## config.mk

```make
export PLATFORM = sky130hd
export DESIGN_NAME = traffic_phase_scheduler
export DESIGN_NICKNAME = d
export VERILOG_FILES = /design/src/rtl/traffic_pkg.sv /design/src/rtl/phase_timer.sv /design/src/rtl/traffic_phase_scheduler.sv
export SDC_FILE = /design/constraint.sdc
export NUM_CORES = 1
export LEC_CHECK = 0
export CORE_MARGIN = 2
export CORE_UTILIZATION = 50
export CTS_BUF_LIST = sky130_fd_sc_hd__clkbuf_8
export DETAILED_ROUTE_END_ITERATION = 16
export PLACE_DENSITY_LB_ADDON = 0.08
export SLEW_MARGIN = 25
export SYNTH_ARGS = -nofsm -noshare
export SYNTH_HDL_FRONTEND = slang
export SYNTH_SLANG_ARGS = --single-unit
```

## constraint.sdc

```tcl
create_clock -name clk -period 4.9 [get_ports clk]
set_clock_uncertainty 0.2 [all_clocks]
set_input_delay 0.735 -clock clk [delete_from_list [all_inputs] [get_ports clk]]
set_output_delay 0.735 -clock clk [all_outputs]
set_load 0.05 [all_outputs]
```

## src/rtl/traffic_pkg.sv

```systemverilog
// Shared types and constants for the intersection phase scheduler.
package traffic_pkg;

  localparam int unsigned TW      = 8;
  localparam int unsigned PHASE_W = 3;

  // Phase encoding, also exported on the debug phase port.
  typedef enum logic [PHASE_W-1:0] {
    NS_GREEN  = 3'd0,
    NS_YELLOW = 3'd1,
    ALLRED_A  = 3'd2,
    EW_GREEN  = 3'd3,
    EW_YELLOW = 3'd4,
    ALLRED_B  = 3'd5,
    FLASH     = 3'd6
  } phase_e;

  // Default phase durations in ticks, for integrators wiring constant timing.
  localparam logic [TW-1:0] DEF_GREEN_NS = 8'd20;
  localparam logic [TW-1:0] DEF_GREEN_EW = 8'd20;
  localparam logic [TW-1:0] DEF_YELLOW   = 8'd4;
  localparam logic [TW-1:0] DEF_ALLRED   = 8'd2;

  // Lamp payload, NS triple first then EW triple.
  typedef struct packed {
    logic r1;
    logic y1;
    logic g1;
    logic r2;
    logic y2;
    logic g2;
  } lamp_t;

  localparam lamp_t LAMP_NS_GREEN  = lamp_t'(6'b001_100);
  localparam lamp_t LAMP_NS_YELLOW = lamp_t'(6'b010_100);
  localparam lamp_t LAMP_EW_GREEN  = lamp_t'(6'b100_001);
  localparam lamp_t LAMP_EW_YELLOW = lamp_t'(6'b100_010);
  localparam lamp_t LAMP_ALLRED    = lamp_t'(6'b100_100);
  localparam lamp_t LAMP_DARK      = lamp_t'(6'b000_000);

endpackage

```

## src/rtl/phase_timer.sv

```systemverilog
// Loadable down-counter for phase durations; holds at zero until reloaded.
module phase_timer #(
  parameter int unsigned TW = 8
) (
  input  logic          clk,
  input  logic          reset,
  input  logic          load,
  input  logic [TW-1:0] load_val,
  input  logic          dec,
  output logic          zero_c
);

  logic [TW-1:0] cnt_q;

  // Load has priority; decrement only on a tick while nonzero.
  always_ff @(posedge clk or negedge reset) begin
    if (!reset) begin
      cnt_q <= '0;
    end else if (load) begin
      cnt_q <= load_val;
    end else if (dec && (cnt_q != '0)) begin
      cnt_q <= cnt_q - TW'(1);
    end
  end

  assign zero_c = (cnt_q == '0);

endmodule

```

## src/rtl/traffic_phase_scheduler.sv

```systemverilog
// Two-road intersection phase scheduler with pedestrian service and flashing-red mode.
module traffic_phase_scheduler #(
  parameter int unsigned TW = traffic_pkg::TW
) (
  input  logic          clk,
  input  logic          reset,
  input  logic          tick,
  input  logic [TW-1:0] green_ns_t,
  input  logic [TW-1:0] green_ew_t,
  input  logic [TW-1:0] yellow_t,
  input  logic [TW-1:0] allred_t,
  input  logic          veh_req_ns,
  input  logic          veh_req_ew,
  input  logic          ped_req_ns,
  input  logic          ped_req_ew,
  input  logic          flash_mode,
  output logic          R1,
  output logic          Y1,
  output logic          G1,
  output logic          R2,
  output logic          Y2,
  output logic          G2,
  output logic          walk_ns,
  output logic          walk_ew,
  output logic [2:0]    phase
);

  import traffic_pkg::*;

  // Timer reload value: a zero duration still occupies one tick.
  function automatic logic [TW-1:0] ld_val(input logic [TW-1:0] dur);
    return (dur == '0) ? '0 : dur - TW'(1);
  endfunction

  phase_e        state_q, state_d;
  lamp_t         lamp_q, lamp_d;
  logic          ped_ns_q, ped_ns_d;
  logic          ped_ew_q, ped_ew_d;
  logic          svc_ns_q, svc_ns_d;
  logic          svc_ew_q, svc_ew_d;
  logic          walk_ns_q, walk_ns_d;
  logic          walk_ew_q, walk_ew_d;
  logic          flash_red_q, flash_red_d;
  logic          load_c;
  logic [TW-1:0] load_val_c;
  logic          zero_c;
  logic          expire_c;
  logic          ns_enter_c;
  logic          ew_enter_c;

  phase_timer #(.TW(TW)) u_timer (
    .clk      (clk),
    .reset    (reset),
    .load     (load_c),
    .load_val (load_val_c),
    .dec      (tick),
    .zero_c   (zero_c)
  );

  assign expire_c = tick & zero_c;

  // Next phase, timer reload, pedestrian bookkeeping and lamp decode.
  always_comb begin
    state_d     = state_q;
    load_c      = 1'b0;
    load_val_c  = '0;
    lamp_d      = LAMP_ALLRED;
    flash_red_d = 1'b1;

    unique case (state_q)
      NS_GREEN: begin
        if (expire_c && (veh_req_ew || ped_ew_q)) begin
          state_d    = NS_YELLOW;
          load_c     = 1'b1;
          load_val_c = ld_val(yellow_t);
        end
      end
      NS_YELLOW: begin
        if (expire_c) begin
          state_d    = ALLRED_A;
          load_c     = 1'b1;
          load_val_c = ld_val(allred_t);
        end
      end
      ALLRED_A: begin
        if (expire_c) begin
          load_c = 1'b1;
          if (flash_mode) begin
            state_d = FLASH;
          end else begin
            state_d    = EW_GREEN;
            load_val_c = ld_val(green_ew_t);
          end
        end
      end
      EW_GREEN: begin
        if (expire_c && (veh_req_ns || ped_ns_q)) begin
          state_d    = EW_YELLOW;
          load_c     = 1'b1;
          load_val_c = ld_val(yellow_t);
        end
      end
      EW_YELLOW: begin
        if (expire_c) begin
          state_d    = ALLRED_B;
          load_c     = 1'b1;
          load_val_c = ld_val(allred_t);
        end
      end
      ALLRED_B: begin
        if (expire_c) begin
          load_c = 1'b1;
          if (flash_mode) begin
            state_d = FLASH;
          end else begin
            state_d    = NS_GREEN;
            load_val_c = ld_val(green_ns_t);
          end
        end
      end
      FLASH: begin
        if (tick && !flash_mode) begin
          state_d    = ALLRED_B;
          load_c     = 1'b1;
          load_val_c = ld_val(allred_t);
        end
      end
      default: begin
        state_d = ALLRED_B;
        load_c  = 1'b1;
      end
    endcase

    // A pulse coinciding with green entry is kept for the following green.
    ns_enter_c = (state_d == NS_GREEN) && (state_q != NS_GREEN);
    ew_enter_c = (state_d == EW_GREEN) && (state_q != EW_GREEN);
    ped_ns_d   = ped_req_ns | (ped_ns_q & ~ns_enter_c);
    ped_ew_d   = ped_req_ew | (ped_ew_q & ~ew_enter_c);
    svc_ns_d   = ns_enter_c ? ped_ns_q : svc_ns_q;
    svc_ew_d   = ew_enter_c ? ped_ew_q : svc_ew_q;
    walk_ns_d  = (state_d == NS_GREEN) && svc_ns_d;
    walk_ew_d  = (state_d == EW_GREEN) && svc_ew_d;

    // Flashing red starts lit on entry and toggles on every tick after.
    if (state_d == FLASH) begin
      if (state_q != FLASH) begin
        flash_red_d = 1'b1;
      end else if (tick) begin
        flash_red_d = ~flash_red_q;
      end else begin
        flash_red_d = flash_red_q;
      end
    end

    unique case (state_d)
      NS_GREEN:  lamp_d = LAMP_NS_GREEN;
      NS_YELLOW: lamp_d = LAMP_NS_YELLOW;
      EW_GREEN:  lamp_d = LAMP_EW_GREEN;
      EW_YELLOW: lamp_d = LAMP_EW_YELLOW;
      FLASH:     lamp_d = flash_red_d ? LAMP_ALLRED : LAMP_DARK;
      default:   lamp_d = LAMP_ALLRED;
    endcase
  end

  // State, latches and registered outputs.
  always_ff @(posedge clk or negedge reset) begin
    if (!reset) begin
      state_q     <= ALLRED_B;
      lamp_q      <= LAMP_ALLRED;
      ped_ns_q    <= 1'b0;
      ped_ew_q    <= 1'b0;
      svc_ns_q    <= 1'b0;
      svc_ew_q    <= 1'b0;
      walk_ns_q   <= 1'b0;
      walk_ew_q   <= 1'b0;
      flash_red_q <= 1'b1;
    end else begin
      state_q     <= state_d;
      lamp_q      <= lamp_d;
      ped_ns_q    <= ped_ns_d;
      ped_ew_q    <= ped_ew_d;
      svc_ns_q    <= svc_ns_d;
      svc_ew_q    <= svc_ew_d;
      walk_ns_q   <= walk_ns_d;
      walk_ew_q   <= walk_ew_d;
      flash_red_q <= flash_red_d;
    end
  end

  assign R1      = lamp_q.r1;
  assign Y1      = lamp_q.y1;
  assign G1      = lamp_q.g1;
  assign R2      = lamp_q.r2;
  assign Y2      = lamp_q.y2;
  assign G2      = lamp_q.g2;
  assign walk_ns = walk_ns_q;
  assign walk_ew = walk_ew_q;
  assign phase   = state_q;

endmodule

```

==> flow_metrics.env <==
export IMPL_status="finished, final reports clean"
export IMPL_ioPinCount=51
export IMPL_hold_viol=0
export IMPL_crit_start="tick"
export IMPL_powerDensity_mw_per_mm2=251.0
export IMPL_synth_common_cells="nor2_1, dfrtp_1, inv_1, nor3_1, a21oi_1"
export IMPL_leakage_nw=1.112
export IMPL_row_count=24
export IMPL_synth_area_top_cells="dfrtp_1, dfstp_2, nor2_1"
export IMPL_rsz0062_at_grt="false"
export IMPL_timing_rr_start="u_timer.cnt_q[4]"
export IMPL_drtAntennaViolNets=0
export IMPL_post_cts_resized=0
export IMPL_ir_drop_v=0.0001686
export IMPL_die_h_um=71.38
export IMPL_max_freq_ghz=0.2939
export IMPL_h_tree_depth=1
export IMPL_maxSlewViolCount=0
export IMPL_n_antenna_cell=0
export IMPL_hold_path_class="primary input to asynchronous set/reset pin"
export IMPL_synth_area_leader_cell="dfrtp_1"
export IMPL_antenna_found_initial=0
export IMPL_switching_share=0.3453
export IMPL_async_flop_share=1.000
export IMPL_core_area_mm2=0.004354
export IMPL_numCtsBuffers=3
export IMPL_use_met3=0.03657
export IMPL_grt_busiest_layer="met2"
export IMPL_tns_ns=0
export IMPL_critPathArrivalTime_ns=3.35
export IMPL_die_x_um=71.38
export IMPL_track_usage=0.2527
export IMPL_clk_latency_ns=0.27
export IMPL_area_growth_synth_to_final_pct=26.30
export IMPL_drtPass1Iterations=4
export IMPL_cts_root_buf="clkbuf_8"
export IMPL_synth_seq_cells=24
export IMPL_grt_pass1_vias=2158
export IMPL_vias_per_cell=6.000
export IMPL_synth_top_area_share=0.2095
export IMPL_syn_area_mm2=0.002270
export IMPL_critPathLaunchType="primary input"
export IMPL_yosysWarnings=0
export IMPL_dp_hpwl_um=4811
export IMPL_grt_pass1_wl_um=10220
export IMPL_multi_input_area_mm2=0.001556
export IMPL_drive_above_1_share=0.09375
export IMPL_grt_overflow=0
export IMPL_crit_type="primary input to flop"
export IMPL_wirelength_um=6137
export IMPL_ys_flop_type="dfrtp_1"
export IMPL_grt_util_met1=0.3413
export IMPL_drt_iter0_drc=170
export IMPL_detailroute_via_count=2232
export IMPL_critPathMaxFanout=12
export IMPL_worstMarginPinSlew_ns=0.7286
export IMPL_synth_enable_flop_cells=0
export IMPL_start_util=0.5213
export IMPL_gp_congestion=0.8808
export IMPL_p_comb_frac=0.357
export IMPL_ys_types=68
export IMPL_required_ns=4.85
export IMPL_finalSetupViolCount=0
export IMPL_post_cts_buffers=0
export IMPL_nets=368
export IMPL_synth_nets=320
export IMPL_maxCapViolations=0
export IMPL_grt_max_degree=25
export IMPL_nFillCells=392
export IMPL_crit_path_end_kind="flop"
export IMPL_postCtsHoldBufs=0
export IMPL_relSlewSlack=0.5074
export IMPL_clkTransAtPathRegs_ns=0.09
export IMPL_min_period_ns=3.402
export IMPL_place_ws_ns=1.339
export IMPL_layout_setup_ws_ns=1.498
export IMPL_synth_most_common_cell="nor2_1"
export IMPL_numPortBuffers=50
export IMPL_seqCellArea_um2=606.8
export IMPL_seq_power_share=0.401
export IMPL_synth_seq_area_share=0.2674
export IMPL_netlist_instances=273
export IMPL_cts_buffer_depth=2
export IMPL_grt_use_met2=0.4228
export IMPL_clock_power_share=0.243
export IMPL_cts_tree="yes"
export IMPL_clock_sinks=24
export IMPL_post_route_period_util=0.6943
export IMPL_avgSynthCellArea_um2=8.314
export IMPL_p_int_mw=0.4710
export IMPL_power_switching_mw=0.2484
export IMPL_wl_per_cell_um=16.50
export IMPL_drc=0
export IMPL_die_area_mm2=0.005094
-- flip-flops by register name, summed over array words and instances (netlist names) --
register	count
ped_ns_q	1
flash_red_q	1
u_timer.cnt_q	8
R1	1
Y1	1
G1	1
walk_ew	1
phase	3
svc_ew_q	1
R2	1
Y2	1
walk_ns	1
svc_ns_q	1
G2	1
ped_ew_q	1
-- critical path, cell delays in order --
cell and delay, ns:
clkdlybuf4s50_1 0.74, and4bb_2 0.36, nand2_4 0.12, a2111oi_0 0.54
a211o_1 0.33, nand4_1 0.17, mux2_1 0.37
-- power groups by stage --
stage	sequential (mW)	clock [mW]	combinational, mW
3_5_place_dp	0.291	0	0.255
4_1_cts	0.287	0.180	0.256
3_3_place_gp	0.290	0	0.251
6_report	0.288	0.175	0.256
5_1_grt	0.294	0.187	0.283
2_1_floorplan	0.296	0	0.159
-- cell usage in the layout (no fill, tap or decap), types with 4 or more instances in the layout --
master,Yosys,layout
xnor2_1,12,12
and2_1,4,4
dfstp_2,5,5
o22a_1,4,4
mux2i_1,6,6
clkdlybuf4s50_1,0,49
a21oi_1,15,15
nor2b_1,6,6
nor3_1,19,19
a41oi_1,4,4
o32a_1,4,4
nor4_1,4,4
nor3b_1,4,4
nand2_1,11,11
nand2b_1,6,6
nand4_1,4,4
dfrtp_1,19,19
or3_1,7,7
o21ai_0,8,8
nand3_1,7,7
inv_1,19,19
ha_1,7,7
nor2_1,28,28
-- final timing paths --
check | slack, ns | endpoint | cells after the start
setup reg to reg | 1.90 | svc_ew_q | 6
hold reg to reg | 0.33 | svc_ns_q | 1
max in group asynchronous | 3.87 | phase[2] | 1
hold / removal | 0.25 | u_timer.cnt_q[1] | 1
min in group clk | 0.33 | svc_ns_q | 1
setup / recovery | 1.50 | svc_ew_q | 7
-- layer usage --
| metal | up-vias | share of wire | routed length, um |
|---|---|---|---|
| met5 | - | 0 | 0 |
| met4 | 0 | 0.017 | 105 |
| met3 | 8 | 0.058 | 355 |
| met2 | 72 | 0.48 | 2965 |
| met1 | 1031 | 0.44 | 2710 |
| li1 | 1121 | - | - |
-- kinds of logic (layout without fill, tap and decap cells) --
| group | after synthesis | count (layout) | synth area share |
|---|---|---|---|
| adders and majority gates | 7 | 7 | 0.03859 |
| AOI/OAI and AO/OA | 64 | 64 | 0.2122 |
| buffers and inverters | 26 | 73 | 0.04685 |
| muxes | 11 | 11 | 0.05292 |
| and+or+nand+nor | 127 | 127 | 0.3280 |
| DFF | 24 | 24 | 0.2674 |
| xor gates and xnor gates | 14 | 14 | 0.05403 |
-- stage by stage --
| stage | std cells | hold slack (ns) | power (mW) | cell area, um2 | utilization |
|---|---|---|---|---|---|
| after floorplan | 273 | 0.2394 | 0.4551 | 2270 | - |
| after global placement | 368 | 0.2725 | 0.5411 | 2800 | 0.6431 |
| after detailed placement | 368 | 0.3054 | 0.5457 | 2795 | 0.6420 |
| after CTS | 372 | 0.2538 | 0.7233 | 2867 | 0.6583 |
| after global routing | 372 | 0.2807 | 0.7636 | 2867 | 0.6583 |
| final | 372 | 0.2467 | 0.7195 | 2867 | 0.6583 |
-- final cells by class --
type,instances,share of cell area
Multi-Input combinational cell,223,0.5430
Sequential cell,24,0.2117
Timing Repair Buffer,50,0.1729
Inverter,19,0.02488
Tap cell,52,0.02270
Clock buffer,3,0.01440
Clock inverter,1,0.01048
Power figures use the tool's default switching activity.
